[src/rtl/gcd_pkg.sv]
// Shared definitions for the GCD controller: default operand width and FSM state encoding.
package gcd_pkg;

  localparam int GCD_NUM_WIDTH = 16;

  typedef enum logic [2:0] {
    ST_IDLE    = 3'd0,
    ST_LOAD    = 3'd1,
    ST_CALC    = 3'd2,
    ST_FOUND   = 3'd3,
    ST_CAPTURE = 3'd4,
    ST_RESP    = 3'd5
  } gcd_state_e;

endpackage

[src/rtl/gcd_ctrl.sv]
// Control FSM for a subtractive GCD datapath: captures operand pairs, sequences
// load/step/found, bounds the number of subtraction steps and returns the result.
module gcd_ctrl
  import gcd_pkg::*;
#(
  parameter int NUM_WIDTH  = GCD_NUM_WIDTH,
  parameter int ITER_LIMIT = 2**NUM_WIDTH-1
) (
  input  logic                 clk,
  input  logic                 rst,
  input  logic                 in_valid,
  output logic                 in_ready,
  input  logic [NUM_WIDTH-1:0] in_a,
  input  logic [NUM_WIDTH-1:0] in_b,
  output logic [NUM_WIDTH-1:0] dp_a,
  output logic [NUM_WIDTH-1:0] dp_b,
  output logic                 load,
  output logic                 step,
  output logic                 a_sub_b,
  output logic                 found,
  input  logic                 equal,
  input  logic                 a_gt_b,
  input  logic [NUM_WIDTH-1:0] dp_result,
  output logic                 out_valid,
  input  logic                 out_ready,
  output logic [NUM_WIDTH-1:0] out_gcd,
  output logic                 out_err,
  output logic                 busy
);

  localparam logic [NUM_WIDTH-1:0] LIMIT_C = NUM_WIDTH'(ITER_LIMIT);
  localparam logic [NUM_WIDTH-1:0] ONE_C   = NUM_WIDTH'(1);

  gcd_state_e           state_r;
  logic [NUM_WIDTH-1:0] cnt_r;
  logic [NUM_WIDTH-1:0] dp_a_r;
  logic [NUM_WIDTH-1:0] dp_b_r;
  logic [NUM_WIDTH-1:0] out_gcd_r;
  logic                 out_err_r;
  logic                 in_ready_r;
  logic                 out_valid_r;
  logic                 load_r;
  logic                 found_r;
  logic                 busy_r;
  logic                 step_s;
  logic                 a_sub_b_s;
  logic                 zero_pair_s;

  // Step decision must see the flags of the current cycle, so it stays combinational.
  always_comb begin
    step_s      = 1'b0;
    a_sub_b_s   = 1'b0;
    zero_pair_s = (in_a == '0) || (in_b == '0);
    if ((state_r == ST_CALC) && !equal && (cnt_r < LIMIT_C)) begin
      step_s    = 1'b1;
      a_sub_b_s = a_gt_b;
    end else begin
      step_s    = 1'b0;
      a_sub_b_s = 1'b0;
    end
  end

  // Main sequencer: state, operand capture, iteration counter and registered outputs.
  always_ff @(posedge clk) begin
    if (rst) begin
      state_r     <= ST_IDLE;
      cnt_r       <= '0;
      dp_a_r      <= '0;
      dp_b_r      <= '0;
      out_gcd_r   <= '0;
      out_err_r   <= 1'b0;
      in_ready_r  <= 1'b0;
      out_valid_r <= 1'b0;
      load_r      <= 1'b0;
      found_r     <= 1'b0;
      busy_r      <= 1'b0;
    end else begin
      case (state_r)
        ST_IDLE: begin
          if (in_valid && in_ready_r) begin
            dp_a_r     <= in_a;
            dp_b_r     <= in_b;
            in_ready_r <= 1'b0;
            busy_r     <= 1'b1;
            if (zero_pair_s) begin
              // The OR of the operands is the nonzero one, or zero when both are.
              out_gcd_r   <= in_a | in_b;
              out_err_r   <= (in_a == '0) && (in_b == '0);
              out_valid_r <= 1'b1;
              state_r     <= ST_RESP;
            end else begin
              load_r  <= 1'b1;
              state_r <= ST_LOAD;
            end
          end else begin
            in_ready_r <= 1'b1;
            busy_r     <= 1'b0;
          end
        end
        ST_LOAD: begin
          load_r  <= 1'b0;
          cnt_r   <= '0;
          state_r <= ST_CALC;
        end
        ST_CALC: begin
          if (equal) begin
            found_r <= 1'b1;
            state_r <= ST_FOUND;
          end else if (cnt_r < LIMIT_C) begin
            cnt_r <= cnt_r + ONE_C;
          end else begin
            out_gcd_r   <= '0;
            out_err_r   <= 1'b1;
            out_valid_r <= 1'b1;
            state_r     <= ST_RESP;
          end
        end
        ST_FOUND: begin
          found_r <= 1'b0;
          state_r <= ST_CAPTURE;
        end
        ST_CAPTURE: begin
          out_gcd_r   <= dp_result;
          out_err_r   <= 1'b0;
          out_valid_r <= 1'b1;
          state_r     <= ST_RESP;
        end
        ST_RESP: begin
          if (out_ready) begin
            out_valid_r <= 1'b0;
            busy_r      <= 1'b0;
            in_ready_r  <= 1'b1;
            state_r     <= ST_IDLE;
          end else begin
            out_valid_r <= 1'b1;
          end
        end
        default: begin
          state_r     <= ST_IDLE;
          in_ready_r  <= 1'b0;
          out_valid_r <= 1'b0;
          load_r      <= 1'b0;
          found_r     <= 1'b0;
          busy_r      <= 1'b0;
        end
      endcase
    end
  end

  assign in_ready  = in_ready_r;
  assign dp_a      = dp_a_r;
  assign dp_b      = dp_b_r;
  assign load      = load_r;
  assign step      = step_s;
  assign a_sub_b   = a_sub_b_s;
  assign found     = found_r;
  assign out_valid = out_valid_r;
  assign out_gcd   = out_gcd_r;
  assign out_err   = out_err_r;
  assign busy      = busy_r;

endmodule

[config.mk]
export PLATFORM = sky130hd
export DESIGN_NAME = gcd_ctrl
export DESIGN_NICKNAME = d
export VERILOG_FILES = /design/src/rtl/gcd_pkg.sv /design/src/rtl/gcd_ctrl.sv
export SDC_FILE = /design/constraint.sdc
export NUM_CORES = 1
export LEC_CHECK = 0
export CAP_MARGIN = 20
export CORE_MARGIN = 10
export CORE_UTILIZATION = 50
export DETAILED_ROUTE_END_ITERATION = 10
export GPL_TIMING_DRIVEN = 0
export PLACE_DENSITY = 0.91
export SLEW_MARGIN = 20
export SYNTH_ARGS = -nofsm -noshare
export SYNTH_HDL_FRONTEND = slang
export SYNTH_SLANG_ARGS = --single-unit
[constraint.sdc]
create_clock -name clk -period 5.44 [get_ports clk]
set_input_delay 1.088 -clock clk [delete_from_list [all_inputs] [get_ports clk]]
set_output_delay 1.088 -clock clk [all_outputs]
set_load 0.05 [all_outputs]
Yosys cells after proc, flatten, opt, wreduce, memory -nomap -nowiden:

Cells that the tools add are included.

* register bits: 73
* input bits: 54
* output and inout bits: 56

* $add $sub $neg: 1
* magnitude comparators: 1
* eq/ne operators: 14
* mux-type cells: 36
* bitwise operators: 5
* reductions and logical operators: 23

Operator list (number)
* 2-to-1 mux 16 bit: 6
* case mux 16 bit (3 select lines): 1
* zero test 16 bit: 2
* case mux 16 bit (2 select lines): 1
* case mux 3 bit (6 select lines): 1
* adder 16 x 1 -> 16 bit, second input constant: 1
* < comparator 16 bit, second input constant: 1
* 2-to-1 mux 1 bit: 16
* bitwise OR 16 bit: 1
* 2-to-1 mux 3 bit: 5
* inequality test 2 bit, second input constant: 7
* OR reduction 4 bit: 3
* AND reduction 5 bit: 2
* case mux 1 bit (3 select lines): 3
* AND reduction 3 bit: 3
* equality test 3 x 2 -> 1 bit, second input constant: 2
* equality test 3 bit, second input constant: 2
* AND reduction 2 bit: 3
* case mux 1 bit (5 select lines): 1
* logical AND 1 bit: 4
* NOT 1 bit: 4
* case mux 1 bit (2 select lines): 2
* equality test 3 x 1 -> 1 bit, second input constant: 1
* zero test 3 bit: 1
* other kinds (7): 7

Depth between registers and ports, before layout:

Gate-level depths: netlist of the first run.

* depth after elaboration: 5
* mapped depth: 7
* mapped depth without buffers: 7

Worst setup path after synthesis of the first run:

No wires, ideal clock.

* path kind: input port to output port
* from: in equal
* to: out a_sub_b
* arrival: 2.305 ns
* setup slack: 2.047 ns
* stages: 5
* path buffers: 0
* path through: nor2_1 -> nand3_1 -> a21o_4 -> inv_2 -> and2_1

* longest elaborated chain between the ends: 4

RTL lines
* from (decl): line gcd_ctrl.sv:21 `input logic equal,`
* zero test 1 bit: line gcd_ctrl.sv:54 `if ((state_r == ST_CALC) && !equal && (cnt_r < LIMIT_C)) begin`
* logical AND 1 bit (2 in a row): line gcd_ctrl.sv:54
* 2-to-1 mux 1 bit: line gcd_ctrl.sv:54
* to (decl): line gcd_ctrl.sv:19 `output logic a_sub_b,`

Every way passes these cells.

Worst setup path in the final report of the first run:

Ends and elaborated chain as after synthesis.

==> results of run 1 <==
[state kept, by name, indices dropped and copies added (netlist names)]
register and flops:
load 1, in_ready 1, out_err 1, out_gcd 16, cnt_r 16, busy 1
state_r 3, out_valid 1, dp_b 16, found 1, dp_a 16
[through the flow]
step,cells,power [W]
2_1_floorplan,433,0.0007559
3_3_place_gp,622,0.0008823
3_5_place_dp,622,0.0008882
4_1_cts,638,0.001281
5_1_grt,638,0.001334
6_report,638,0.001290
[cells in the mapped netlist (2+ instances only)]
cell type | count | area share
nand3_1 | 28 | 0.041
a211oi_1 | 5 | 0.011
nand2_1 | 79 | 0.086
o21ai_0 | 22 | 0.032
xnor2_1 | 8 | 0.020
nand2b_1 | 3 | 0.0055
inv_1 | 9 | 0.0099
dfxtp_1 | 73 | 0.43
a21oi_1 | 63 | 0.092
and4_1 | 3 | 0.0077
a211o_1 | 18 | 0.046
o211ai_1 | 16 | 0.035
clkbuf_1 | 25 | 0.027
and2_1 | 3 | 0.0055
nor3_1 | 2 | 0.0029
nor2_1 | 22 | 0.024
buf_2 | 5 | 0.0073
nor4_1 | 8 | 0.015
mux2i_1 | 3 | 0.0088
a2bb2oi_1 | 2 | 0.0051
o31ai_1 | 2 | 0.0044
nand4_1 | 6 | 0.011
or4_1 | 2 | 0.0044
a2111oi_0 | 6 | 0.015
[worst register-to-register path, stage by stage (launching register included)]
cell and delay [ns]:
dfxtp_1 0.34, buf_2 0.23, clkinv_1 0.28, nand3_1 0.39, buf_2 0.31, o211ai_1 0.19, a211o_1 0.35, a21oi_1 0.12
[where the power goes]
group	total [W]	internal (W)	switching, W
clock network	0.000407	0.000173	0.000234
registers	0.000572	0.000557	0.0000151
logic	0.000311	0.000105	0.000206
total	0.00129	0.000835	0.000455
[layout make-up]
type                    count  area (sq um)
clock inverters             7         58.81
fillers                   509          1917
multi-input cells         318          1803
flip-flops and latches     73          1461
well taps                  80         100.1
repair buffers            109          1091
inverters                  11         41.29
plain buffers              31         122.6
clock buffers               9         123.9
[worst paths after layout]
path / from / end / slack, ns / cells after the start
max: equal / a_sub_b / 0.97 / 7
min: dp_b[3] / dp_b[3] / 0.46 / 2
max reg2reg: state_r[2] / out_gcd[12] / 3.17 / 7
min reg2reg: dp_b[3] / dp_b[3] / 0.46 / 2
[routing by layer]
layer / track usage / wire [microns]
met4: 0.1102 / 460
met5: 0 / 0
met1: 0.2679 / 4785
met3: 0.04759 / 1041
met2: 0.3867 / 6246
[kinds of logic (layout without fill, tap and decap cells)]
| family | after synthesis | in the layout | share of synthesized area |
|---|---|---|---|
| multiplexers | 3 | 3 | 0.008759 |
| adder cells (fa/ha/maj) | 1 | 1 | 0.003649 |
| AND/OR/NAND/NOR | 162 | 162 | 0.2230 |
| flip-flops | 73 | 73 | 0.4263 |
| buffers and inverters | 42 | 167 | 0.04781 |
| XOR/XNOR | 8 | 8 | 0.02044 |
| AO/OA/AOI/OAI | 144 | 144 | 0.2701 |
==> out/qor.txt, run 1 <==
status - complete, no violations
Slew Limit Fails - 0
Nets - 608
initial drt markers - 257
port bufs - 109
Routed Antenna Nets - 0
Max Cap Violations - 0
Worst Path Arrival - 3.38 ns
fmax - 223.7 MHz
Clk Latency, worst-skew pair - 0.36 ns
Max-slew headroom - 0.5337
crit start category - input pin
vias - 3958
synth unique cells - 44
Placed Area - 0.004619 sq mm
Setup TNS - 0 ns
worst-margin pin slew - 0.6937 ns
post-DR wirelength/cell - 19.64 microns
H-Tree Depth - 3
crit-path max cell delay - 0.80 ns
router iterations before antenna repair - 5
commonest cells after routing, fill and taps aside - clkdlybuf4s50_1, nand2_1, dfxtp_1
cts bufs inserted - 9
Synth async-reset ratio - 0
Cells after Synth - 433
vias in the first global route - 3639
Root Driver - clkbuf_8
crit path capture type - output pin
Avg Inst Size Synth - 7.918 sq um
gr ovfl total - 0
Setup CP Type - input pin to output pin
Core Region - 0.006719 sq mm
Vert. Die Dim - 102.8 microns
min cycle time layout - 4.470 ns
CP bufs+invs - 3
share of post-route cells with drive strength above 1 - 0.05197
Clock Skew - 0.008336 ns
Crit path max-delay family - buffers and inverters
Hold Slack - 0.4609 ns
Post-CTS Hold Fix Bufs - 0
final setup vio count - 0
power per cell area - 268.7 mW/mm^2
vias per cell - 6.204
HPWL Detailed - 9654 microns
post-route cell area - 0.004802 sq mm
Core Rows - 30
CP required - 4.35 ns
CP max FO - 8
die area - 0.01057 sq mm
commonest non-fill, non-tap cell in the layout - clkdlybuf4s50_1
register area share after synthesis - 0.4263
pre-CTS setup slack - 0.9868 ns
Initial Utilization - 0.5102
post-layout util - 0.7147
area of the mapped netlist - 0.003428 sq mm
Max Buffers Root-to-Sink - 2
drt drc - 0
cell mode on critical path - clkdlybuf4s50_1
crit-path cells - clkdlybuf4s50_1 > nor2_1 > nand3_1 > a21o_4 > inv_2 > and2_1 > clkdlybuf4s50_1
RSZ-0062 raised after global routing - false
Post-Route WL - 12530 microns
first-pass GRT wire length - 18820 microns
LEAKAGE - 1.564 nW
Synth warnings - 0
P&R area growth vs syn - 40.07%
commonest register cell after synthesis - dfxtp_1
syn nets - 488
CTS tree - done
final worst slack - 0.9697 ns
diodes inserted - 0
GPL Wtd Cong - 0.9224
Max IR drop VDD - 0.0001647 V
flop and latch count out of synthesis - 73
Hold Fails Final Rpt - 0
Hold Path Class - flop to flop
Reg clk slew, reported paths - 0.09 ns
crit path max-delay cell type - clkdlybuf4s50_1
Post-synth EDFFs - 0
I/O pins - 110
largest net degree at the start of global routing - 16
GRT Total Usage - 0.2279
setup bufs post-CTS - 0
Die W - 102.8 microns
antenna violations before repair - 0
Period Utilization, post-route - 0.8217
CTS resizes - 0
Clock Sinks - 73
Note: power is estimated with default switching activity, not from simulation.
==> run 2, diff against run 1 <==
Settings changed: CORE_UTILIZATION 50 to 46, PLACE_DENSITY 0.91 to 0.85.
Clock period 5.44 ns to 4.2 ns, I/O delays scaled along.
==> run 2 against run 1 <==
Routed wire length is 4.0% lower. Critical path depth is the same. Sequential share of layout area fell by 0.23 points. Total power grew 30%. Clock-buffer cell count stayed put. Highest routed layer unchanged. Largest power group unchanged. Combinational power increased by 28%. Worst hold slack worse by 0.0037 ns. Critical path type unchanged.
==> out/qor.txt, run 2 (same netlist as run 1, synthesis figures left out) <==
router iterations before antenna repair - 5 (unchanged)
Post-CTS Hold Fix Bufs - 0 (unchanged)
CP bufs+invs - 3 (unchanged)
Core Region - 0.007253 sq mm (was 0.006719 sq mm)
number of cells on the critical path - 7 (unchanged)
cell mode on critical path - clkdlybuf4s50_1 (unchanged)
Root Driver - clkbuf_8 (unchanged)
Setup TNS - 0 ns (unchanged)
FF-to-FF Start - state_r[2] (unchanged)
Max Buffers Root-to-Sink - 2 (unchanged)
initial drt markers - 331 (was 257)
commonest non-fill, non-tap cell in the layout - clkdlybuf4s50_1 (unchanged)
fmax - 255.2 MHz
met3 Resource Use GR - 0.04469 (was 0.04759)
worst-margin pin slew - 0.6735 ns (was 0.6937 ns)
GPL Wtd Cong - 0.9366 (was 0.9224)
CP max FO - 8 (unchanged)
post-route cell area - 0.004838 sq mm (was 0.004802 sq mm)
Clock Skew - 0.01298 ns (was 0.008336 ns)
setup bufs post-CTS - 0 (unchanged)
switching share of power - 0.3285 (was 0.3530)
die area - 0.01131 sq mm (was 0.01057 sq mm)
vias per cell - 5.728 (was 6.204)
Max Cap Violations - 0 (unchanged)
cts bufs inserted - 9 (unchanged)
hold path cells - 2 (unchanged)
non-filler instance count after layout - 657 (was 638)
vias - 3763 (was 3958)
port bufs - 109 (unchanged)
Clock Sinks - 73 (unchanged)
HPWL Detailed - 9405 microns (was 9654 microns)
vias in the first global route - 3737 (was 3639)
Die W - 106.3 microns (was 102.8 microns)
GRT Total Usage - 0.2062 (was 0.2279)
Core Rows - 31 (was 30)
met1 GRT Util - 0.2458 (was 0.2679)
share of post-route cells with drive strength above 1 - 0.05197 (unchanged)
Placed Area - 0.004643 sq mm (was 0.004619 sq mm)
status - complete, no violations (unchanged)
I/O pins - 110 (unchanged)
commonest cells after routing, fill and taps aside - clkdlybuf4s50_1, nand2_1, dfxtp_1 (unchanged)
Initial Utilization - 0.4727 (was 0.5102)
clock power share - 0.325 (was 0.316)
Routed Antenna Nets - 0 (unchanged)
Hold Path Class - flop to flop (unchanged)
grt met2 use - 0.3432 (was 0.3867)
Crit path max-delay family - buffers and inverters (unchanged)
final setup vio count - 0 (unchanged)
busiest grt layer - met2 (unchanged)
Max-slew headroom - 0.5394 (was 0.5337)
Reg clk slew, reported paths - 0.07 ns (was 0.09 ns)
Hold Fails Final Rpt - 0 (unchanged)
P&R area growth vs syn - 41.13% (was 40.07%)
internal reg-to-reg setup slack - 1.98 ns (was 3.17 ns)
R2R depth - 7 (unchanged)
Period Utilization, post-route - 0.9330
CTS tree - done (unchanged)
HP Start - dp_a[10] (was dp_b[3])
drt drc - 0 (unchanged)
antenna violations before repair - 0 (unchanged)
Crit Reg-Reg Endpoint - out_gcd[14] (was out_gcd[12])
first-pass GRT wire length - 19130 microns (was 18820 microns)
Post-Route WL - 12030 microns (was 12530 microns)
Clk Latency, worst-skew pair - 0.35 ns (was 0.36 ns)
LEAKAGE - 1.568 nW (was 1.564 nW)
Max IR drop VDD - 0.0002002 V (was 0.0001647 V)
Nets - 608 (unchanged)
diodes inserted - 0 (unchanged)
Net Sw Power - 0.0005531 W (was 0.0004554 W)
RSZ-0062 raised after global routing - false (unchanged)
crit-path cells - clkdlybuf4s50_1 > nor2_1 > nand3_1 > a21o_4 > inv_2 > and2_1 > clkdlybuf4s50_1 (unchanged)
CP required - 3.36 ns (was 4.35 ns)
Setup CP Type - input pin to output pin (unchanged)
placed insts - 641 (was 622)
largest net degree at the start of global routing - 14 (was 16)
crit start category - input pin (unchanged)
min cycle time layout - 3.919 ns
gr ovfl total - 0 (unchanged)
power per cell area - 348.0 mW/mm^2 (was 268.7 mW/mm^2)
fillcell total - 611 (was 509)
combinational share of power - 0.236 (was 0.241)
H-Tree Depth - 3 (unchanged)
Reg power frac - 0.440 (was 0.443)
cell internal pwr - 0.001130 W (was 0.0008347 W)
crit-path max cell delay - 0.79 ns (was 0.80 ns)
Hold EP - dp_a[10] (was dp_b[3])
crit path capture type - output pin (unchanged)
Vert. Die Dim - 106.3 microns (was 102.8 microns)
Design Power - 0.001684 W (was 0.001290 W)
CTS resizes - 0 (unchanged)
Worst Path Arrival - 3.08 ns (was 3.38 ns)
Slew Limit Fails - 0 (unchanged)
crit path max-delay cell type - clkdlybuf4s50_1 (unchanged)
post-DR wirelength/cell - 18.31 microns (was 19.64 microns)
[run 2: cell count changes in the layout (fill, tap and decap cells not counted)]
cell	previous run	this run
inv_6	4	0
bufinv_16	0	1
clkinv_2	0	2
clkinvlp_4	2	3
[run 2: final cells by class]
cell class                 count  area (sq um)  share of cell area
tap                           99         123.9             0.02560
clock inverter                 7         71.32             0.01474
multi-input combinational    318          1803              0.3726
timing repair buffer         109          1091              0.2255
clock buffer                   9         123.9             0.02560
buffer                        31         122.6             0.02534
sequential                    73          1461              0.3020
inverter                      11         41.29            0.008534
[run 2: how the worst max path moves through the flow]
stage,startpoint,endpoint,slack (ns)
after floorplan,equal,a_sub_b,1.30
after global placement,equal,a_sub_b,0.31
after detailed placement,equal,a_sub_b,0.29
after CTS,equal,a_sub_b,0.30
after global routing,equal,a_sub_b,0.19
final,equal,a_sub_b,0.28
[run 2: power by group through the flow]
stage / Clock (W) / Sequential, W / Combinational (W)
finish: 0.000546 / 0.000740 / 0.000397
detailed placement: 0 / 0.000755 / 0.000393
global route: 0.000584 / 0.000743 / 0.000423
global placement: 0 / 0.000754 / 0.000388
CTS: 0.000552 / 0.000739 / 0.000395
floorplan: 0 / 0.000847 / 0.000133
[run 2: worst register-to-register path, delay by kind of cell, from the launching register on]
kind,cells,cell delay [ns]
buf+inv,3,0.81
compound gates,3,0.66
simple gates,1,0.37
flops,1,0.33
[run 2: routing by layer]
layer | part of all wire | up-vias
met5 | 0 | -
met4 | 0.042 | 0
met3 | 0.071 | 40
met2 | 0.48 | 169
met1 | 0.40 | 1744
li1 | - | 1810
[run 2: per-stage QoR]
stage / utilization / setup slack [ns] / hold WS, ns
6_report: 0.6671 / 0.2813 / 0.4572
5_1_grt: 0.6671 / 0.1949 / 0.4709
4_1_cts: 0.6671 / 0.3002 / 0.4566
3_5_place_dp: 0.6402 / 0.2912 / 0.4453
3_3_place_gp: 0.6402 / 0.3091 / 0.4414
2_1_floorplan: - / 1.303 / 0.4578
